[src/rtl/data_memory_sync.sv]
// rtl/data_memory_sync.sv - synchronous data memory with clear sweep and write-first forwarding; optional parity via DATA_MEM_PARITY_EN
module data_memory_sync #(
    parameter int              DW       = 8,
    parameter int              AW       = 8,
    parameter int              DEPTH    = 256,
    parameter logic [DW-1:0]   INIT_VAL = '0
) (
    input  logic          CLK,
    input  logic          Reset,
    input  logic          MemRead,
    input  logic          MemWrite,
    input  logic [AW-1:0] DataAddress,
    input  logic [DW-1:0] DataMemIn,
    output logic          Ready,
    output logic [DW-1:0] DataMemOut,
    output logic          DataValid,
    output logic          AddrErr,
    output logic          ParityErr
);

    localparam int IW = (DEPTH > 1) ? $clog2(DEPTH) : 1;
`ifdef DATA_MEM_PARITY_EN
    localparam int SW = DW + 1;
`else
    localparam int SW = DW;
`endif
    // One extra bit so DEPTH == 2**AW is representable in the range compare
    localparam logic [AW:0]   DEPTH_EXT = (AW + 1)'(DEPTH);
    localparam logic [IW-1:0] LAST_IDX  = IW'(DEPTH - 1);

    typedef enum logic {ST_CLEAR, ST_RUN} state_t;

    state_t          state_q, state_d;
    logic [IW-1:0]   clr_ptr_q, clr_ptr_d;
    logic            ready_q, ready_d;
    logic [DW-1:0]   data_out_q, data_out_d;
    logic            data_valid_q, data_valid_d;
    logic            addr_err_q, addr_err_d;
    logic            parity_err_q, parity_err_d;

    logic [SW-1:0]   mem_q [0:DEPTH-1];
    logic            mem_we;
    logic [IW-1:0]   mem_waddr;
    logic [SW-1:0]   mem_wdata;

    logic            in_range;
    logic [IW-1:0]   acc_idx;
    logic [SW-1:0]   rd_word;
    logic            parity_mismatch;

    // Stored word format: data, plus even parity on top when parity is enabled
    function automatic logic [SW-1:0] encode(input logic [DW-1:0] d);
`ifdef DATA_MEM_PARITY_EN
        return {^d, d};
`else
        return d;
`endif
    endfunction

    // Address decode and raw array read for the current request
    always_comb begin
        in_range = ({1'b0, DataAddress} < DEPTH_EXT);
        acc_idx  = DataAddress[IW-1:0];
        rd_word  = mem_q[acc_idx];
`ifdef DATA_MEM_PARITY_EN
        parity_mismatch = (^rd_word[DW-1:0]) != rd_word[DW];
`else
        parity_mismatch = 1'b0;
`endif
    end

    // Next-state, array write port and registered output computation
    always_comb begin
        state_d      = state_q;
        clr_ptr_d    = clr_ptr_q;
        ready_d      = ready_q;
        data_out_d   = data_out_q;
        data_valid_d = 1'b0;
        addr_err_d   = 1'b0;
        parity_err_d = 1'b0;
        mem_we       = 1'b0;
        mem_waddr    = clr_ptr_q;
        mem_wdata    = encode(INIT_VAL);

        unique case (state_q)
            ST_CLEAR: begin
                // Requests are ignored while the sweep walks the whole array
                mem_we    = 1'b1;
                mem_waddr = clr_ptr_q;
                mem_wdata = encode(INIT_VAL);
                clr_ptr_d = clr_ptr_q + 1'b1;
                if (clr_ptr_q == LAST_IDX) begin
                    state_d   = ST_RUN;
                    ready_d   = 1'b1;
                    clr_ptr_d = '0;
                end
            end
            ST_RUN: begin
                if ((MemRead || MemWrite) && !in_range) begin
                    addr_err_d = 1'b1;
                end
                if (MemWrite && in_range) begin
                    mem_we    = 1'b1;
                    mem_waddr = acc_idx;
                    mem_wdata = encode(DataMemIn);
                end
                if (MemRead) begin
                    data_valid_d = 1'b1;
                    if (!in_range) begin
                        data_out_d = INIT_VAL;
                    end else if (MemWrite) begin
                        // Write-first: the single address port means read and write always collide
                        data_out_d = DataMemIn;
                    end else begin
                        data_out_d   = rd_word[DW-1:0];
                        parity_err_d = parity_mismatch;
                    end
                end
            end
            default: begin
                state_d = ST_CLEAR;
                ready_d = 1'b0;
            end
        endcase
    end

    // Control FSM and registered outputs, cleared asynchronously
    always_ff @(posedge CLK or posedge Reset) begin
        if (Reset) begin
            state_q      <= ST_CLEAR;
            clr_ptr_q    <= '0;
            ready_q      <= 1'b0;
            data_out_q   <= '0;
            data_valid_q <= 1'b0;
            addr_err_q   <= 1'b0;
            parity_err_q <= 1'b0;
        end else begin
            state_q      <= state_d;
            clr_ptr_q    <= clr_ptr_d;
            ready_q      <= ready_d;
            data_out_q   <= data_out_d;
            data_valid_q <= data_valid_d;
            addr_err_q   <= addr_err_d;
            parity_err_q <= parity_err_d;
        end
    end

    // Storage array; contents are only defined once the clear sweep completes
    always_ff @(posedge CLK) begin
        if (mem_we) begin
            mem_q[mem_waddr] <= mem_wdata;
        end
    end

    assign Ready      = ready_q;
    assign DataMemOut = data_out_q;
    assign DataValid  = data_valid_q;
    assign AddrErr    = addr_err_q;
    assign ParityErr  = parity_err_q;

endmodule

[config.mk]
export PLATFORM = sky130hd
export DESIGN_NAME = data_memory_sync
export DESIGN_NICKNAME = d
export VERILOG_FILES = /design/src/rtl/data_memory_sync.sv
export SDC_FILE = /design/constraint.sdc
export NUM_CORES = 2
export LEC_CHECK = 0
export BUFFER_PORTS_ARGS = -buffer_cell sky130_fd_sc_hd__buf_2
export CELL_PAD_IN_SITES_DETAIL_PLACEMENT = 1
export CELL_PAD_IN_SITES_GLOBAL_PLACEMENT = 1
export CORE_MARGIN = 4
export CORE_UTILIZATION = 34
export CTS_BUF_LIST = sky130_fd_sc_hd__clkbuf_8 sky130_fd_sc_hd__clkbuf_16
export DETAILED_ROUTE_END_ITERATION = 12
export HOLD_SLACK_MARGIN = 0.15
export PLACE_DENSITY_LB_ADDON = 0.1
export SYNTH_ARGS = -nofsm -noshare
export SYNTH_HDL_FRONTEND = slang
export SYNTH_SLANG_ARGS = --single-unit
[constraint.sdc]
create_clock -name CLK -period 12.43 [get_ports CLK]
set_input_delay 0.6215 -clock CLK [delete_from_list [all_inputs] [get_ports CLK]]
set_output_delay 0.6215 -clock CLK [all_outputs]
set_load 0.005 [all_outputs]
# Word level (Yosys, flattened, before mapping)
# Memories as Yosys holds them, arrays and structs flattened. A register that Yosys moved wholly into a read port is not among the register bits.
# Cells that the tools add are included.
[word_totals] reg_bits=11 latchBits=0 ram_bits=2048 romBits=0 in_bits=20 out_inout_bits=12 wordCells=23 memories=1
[op_classes] n_addsub=1 multipliers=0 div=0 order_cmp=0 n_eq_ne=1 n_shift=0 muxes=13 bitwise_logic=1 n_reduce_logical=2
[mem_list] name="mem_q" depth=256 width=8 rd=1 rd_ports_with_merged_regs=1 write_ports=1 line="41" rtl="logic [SW-1:0] mem_q [0:DEPTH-1];"
[ops] op="one-hot mux 8 bit (2 select lines)" n=2
[ops] op="2-to-1 mux 8 bit" n=3
[ops] op="adder 8 x 1 -> 8 bit, second input constant" n=1
[ops] op="== test 8 bit, second input constant" n=1
[ops] op="2-to-1 mux 1 bit" n=7
[ops] op="AND reduction 2 bit" n=2
[ops] op="one-hot mux 1 bit (2 select lines)" n=1
[ops] op="inverter 1 bit" n=1

# Logic depth before layout (Yosys ltp)
[depth] ltp_word=4 depth_mapped=13 ltp_nobuf=7

# Worst setup path after synthesis
# OpenSTA, ideal clock, no wires.
[synth_timing] path_type="input-to-reg" from="input port MemWrite" to="memory mem_q[0][3] (netlist name), data pin" setup_ns=0.877 t_arrival_ns=4.170 t_required_ns=11.553 path_slack_ns=7.383 stages=2 path_buffers=1 cell_sequence="clkbuf_1 > and3_1"
[synth_between] elab_chain_len=2
[synth_lines] item="start, declared" line="11" rtl="input logic MemWrite,"
[synth_lines] item="2-to-1 mux 8 bit" line="102" rtl="if (MemWrite && in_range) begin"
[synth_lines] item="one-hot mux 8 bit (2 select lines)" line="85" rtl="unique case (state_q)"
[synth_lines] item="named net mem_wdata[3]" line="44" rtl="logic [SW-1:0] mem_wdata;"
[synth_lines] item="end, declared" line="41"
# The timed path passes the listed nets, and every way through them passes these cells.

# Final worst setup path
[layout_timing] from="register state_q" to="memory mem_q[140][7] (netlist name) (enable)"
[layout_between] elab_chain_len=4 word_cells_on_any_way=5 classes_between="4 x mux; 1 x bitwise"
[layout_lines] item="start, declared" line="33" rtl="state_t state_q, state_d;"
[layout_lines] item="start signal, assigned" line="138" rtl="state_q <= state_d;"
[layout_lines] item="inverter 1 bit"
[layout_lines] item="one-hot mux 1 bit (2 select lines)" line="85"
[layout_lines] item="2-to-1 mux 1 bit" line="150" rtl="if (mem_we) begin"
[layout_lines] item="2-to-1 mux 1 bit (not written as such)" line="151" rtl="mem_q[mem_waddr] <= mem_wdata;"
# Several ways; a longest one is shown, not always the timed one.

==> flow_metrics.env <==
export IMPL_status="completed"
export IMPL_cp_max_fo=21
export IMPL_drtPass1Iterations=5
export IMPL_start_kind="flip-flop"
export IMPL_ant_nets=0
export IMPL_syn_avg_cell_area_sq_um=20.01
export IMPL_clk_path_buf_depth=3
export IMPL_synth_top_cell_area_share_pct=75.84
export IMPL_critPathMaxStageDelay_ns=1.29
export IMPL_drc=0
export IMPL_cts_buffers=226
export IMPL_grt_setup_unrepaired="false"
export IMPL_yosysSeqAreaShare_pct=76.43
export IMPL_ys_async_sr_fraction_pct=0.9192
export IMPL_ios=32
export IMPL_rows=179
export IMPL_r2r_cells=4
export IMPL_synth_edf_count=2048
export IMPL_crit_slowest_cell="nor2_1"
export IMPL_antenna_found_initial=16
export IMPL_min_period_ns=5.024
export IMPL_fin_crit_sh_pct=40.42
export IMPL_drt_iter0_drc=3830
export IMPL_relSlewSlack_pct=9.563
export IMPL_reg2reg_from="state_q"
export IMPL_end_kind="flip-flop"
export IMPL_die_area_sq_um=246400
export IMPL_setup_tns_ns=0
export IMPL_yosysUniqueCellTypes=72
export IMPL_path_clk_slew_ns=0.06
export IMPL_die_h_um=496.4
export IMPL_crit_required_ns=12.89
export IMPL_synth_seq_cells=2067
export IMPL_placed_area_sq_um=84860
export IMPL_syn_area_sq_um=81090
export IMPL_clock_sinks=2067
export IMPL_drive_gt1_share_pct=20.88
export IMPL_clockPowerShare_pct=44.6
export IMPL_dp_hpwl_um=161100
export IMPL_cp_cell_sequence="nand2_1 -> o21ai_1 -> nand3_4 -> nor2_1"
export IMPL_insertion_delay_ns=0.87
export IMPL_crit_type="reg -> reg"
export IMPL_yosys_most_used_dff="edfxtp_1"
export IMPL_routed_via_density=5.472
export IMPL_clockRootBuffer="clkbuf_16"
export IMPL_crit_end="mem_q[140][7]"
export IMPL_die_width_um=496.4
export IMPL_drv_slew=0
export IMPL_worstReg2RegEnd="mem_q[140][7]"
export IMPL_synth_top_area_cell="edfxtp_1"
export IMPL_setup_viol=0
export IMPL_area_growth_pct=13.29
export IMPL_start_util_pct=34.13
export IMPL_p_sw_share_pct=21.42
export IMPL_cts_tree="done"
export IMPL_cts_hold_buf=1
export IMPL_routedWlPerCell_um=34.63
export IMPL_htree_levels=4
export IMPL_fmax_ghz=0.1991
export IMPL_hold_path_class="in -> reg"
export IMPL_grt_max_degree=185
export IMPL_maxCapViolCount=0
export IMPL_nets=4198
export IMPL_p_comb_share_pct=3.0
export IMPL_core_area_sq_um=237600
export IMPL_startpoint="state_q"
export IMPL_place_congestion=0.8181
export IMPL_worst_ir_drop_vdd_mv=0.1184
export IMPL_power_frac_seq_pct=52.5
export IMPL_grt_pass1_wl_um=363100
export IMPL_grt_pass1_vias=43140
export IMPL_power_leakage_uw=0.02383
export IMPL_dr_total_vias=41230
export IMPL_yosys_warnings=0
export IMPL_critical_path_arrival_ns=5.48
export IMPL_overflow=0
export IMPL_post_cts_setup_buffer_count=0
export IMPL_ctsResizeCount=0
export IMPL_wirelength_um=260900
export IMPL_synthCells=4053
export IMPL_synth_most_common_cell="edfxtp_1"
export IMPL_p_sw_uw=3078
export IMPL_powerDensity_nw_per_um2=156.4
export IMPL_regToRegSetupSlack_ns=7.41
export IMPL_finalInstanceArea_sq_um=91870
export IMPL_internal_power_uw=11290
export IMPL_hold_viol_final=0
export IMPL_port_buffers=29
export IMPL_grt_util_all_layers_pct=21.14
export IMPL_yosys_top_cells_area="edfxtp_1, mux4_2, mux2i_1, nor2_1, nand2_1"
export IMPL_worstMarginPinSlew_ns=1.342
export IMPL_netlist_top_cells_count="edfxtp_1, mux4_2, nor2_1"
export IMPL_skew_ns=0.03316
## flip-flops by register name, indices dropped and copies added (netlist names)
signal      count
mem_q        2048
DataMemOut      8
clr_ptr_q       8
DataValid       1
Ready           1
state_q         1
## logic make-up (layout without fill, tap and decap cells)
logic type / count (synthesis) / in the layout / share of synthesized area [%]
fa+ha+maj: 1 / 1 / 0.01543
simple gates: 659 / 659 / 3.507
mux: 673 / 673 / 14.68
other cells: 1 / 10 / 0.004624
flops: 2067 / 2067 / 76.43
xor+xnor: 5 / 5 / 0.05400
buf+inv: 249 / 554 / 1.889
compound gates: 398 / 398 / 3.428
## per-stage QoR
| step | power, uW | hold slack (ns) | cells | utilization [%] | worst slack, ns |
|---|---|---|---|---|---|
| floorplan | 7945 | 0.4650 | 4054 | - | 7.383 |
| global placement | 8119 | 0.5468 | 7112 | 35.70 | 6.345 |
| detailed placement | 8120 | 0.5529 | 7115 | 35.71 | 6.748 |
| CTS | 14530 | 0.3264 | 7526 | 38.65 | 7.348 |
| global route | 14830 | 0.3576 | 7527 | 38.65 | 7.208 |
| finish | 14370 | 0.4101 | 7534 | 38.66 | 7.406 |
## metal layers
metal	wire length (um)	GRT usage [%]
met5	28	0
met4	6871	5.602
met3	11650	2.858
met2	124900	34.17
met1	117400	30.25
## cell type report
class / instances / area [sq um]
sequential: 2067 / 61970
timing repair buffer: 135 / 1076
multi-input combinational: 1738 / 17820
tap: 3167 / 3963
clock inverter: 180 / 1245
antenna: 8 / 20.02
fill: 22640 / 145800
clock buffer: 230 / 5733
inverter: 9 / 37.54
## placed cells by master, fill, tap and decap left out, types with 10 or more instances in the layout
cell type and count:
o221ai_1 70, mux4_2 411, a221oi_1 12, nand3_2 10
bufinv_16 15, mux2_2 18, clkinv_2 39, mux2i_1 244
buf_4 96, clkinv_1 67, edfxtp_1 2048, a22oi_1 37
o211ai_1 11, nand2_1 167, nor2_1 306, a31oi_1 13
inv_1 48, nand2b_1 11, and2_1 10, nor2b_1 10
nor4_1 10, dfrtp_1 19, a21oi_1 78, nand3_1 20
clkbuf_16 228, o22ai_1 55, a22o_1 10, o21ai_0 46
nor3_1 56, buf_2 26, a211oi_1 12
## power groups by stage
stage	Combinational, uW	Sequential (uW)	Clock (uW)
floorplan	257	7690	0
global placement	431	7690	0
detailed placement	432	7690	0
CTS	433	7540	6560
global route	443	7540	6850
finish	426	7540	6400
## critical path: cells and delay by family, from the launching register on
kind	cells	cell delay [ns]
AO/OA/AOI/OAI	1	1.01
flip-flops	1	0.84
AND/OR/NAND/NOR	3	2.74
## worst min-delay path by stage
| stage | from | endpoint | slack (ns) | depth (start not counted) |
|---|---|---|---|---|
| finish | DataAddress[6] | DataMemOut[1] | 0.41 | 3 |
| global route | DataAddress[6] | DataMemOut[1] | 0.36 | 3 |
| CTS | DataAddress[6] | DataMemOut[1] | 0.33 | 3 |
| detailed placement | clr_ptr_q[2] | clr_ptr_q[2] | 0.55 | 1 |
| global placement | clr_ptr_q[2] | clr_ptr_q[2] | 0.55 | 1 |
| floorplan | Ready | Ready | 0.46 | 1 |
(Power assumes the default switching activity.)
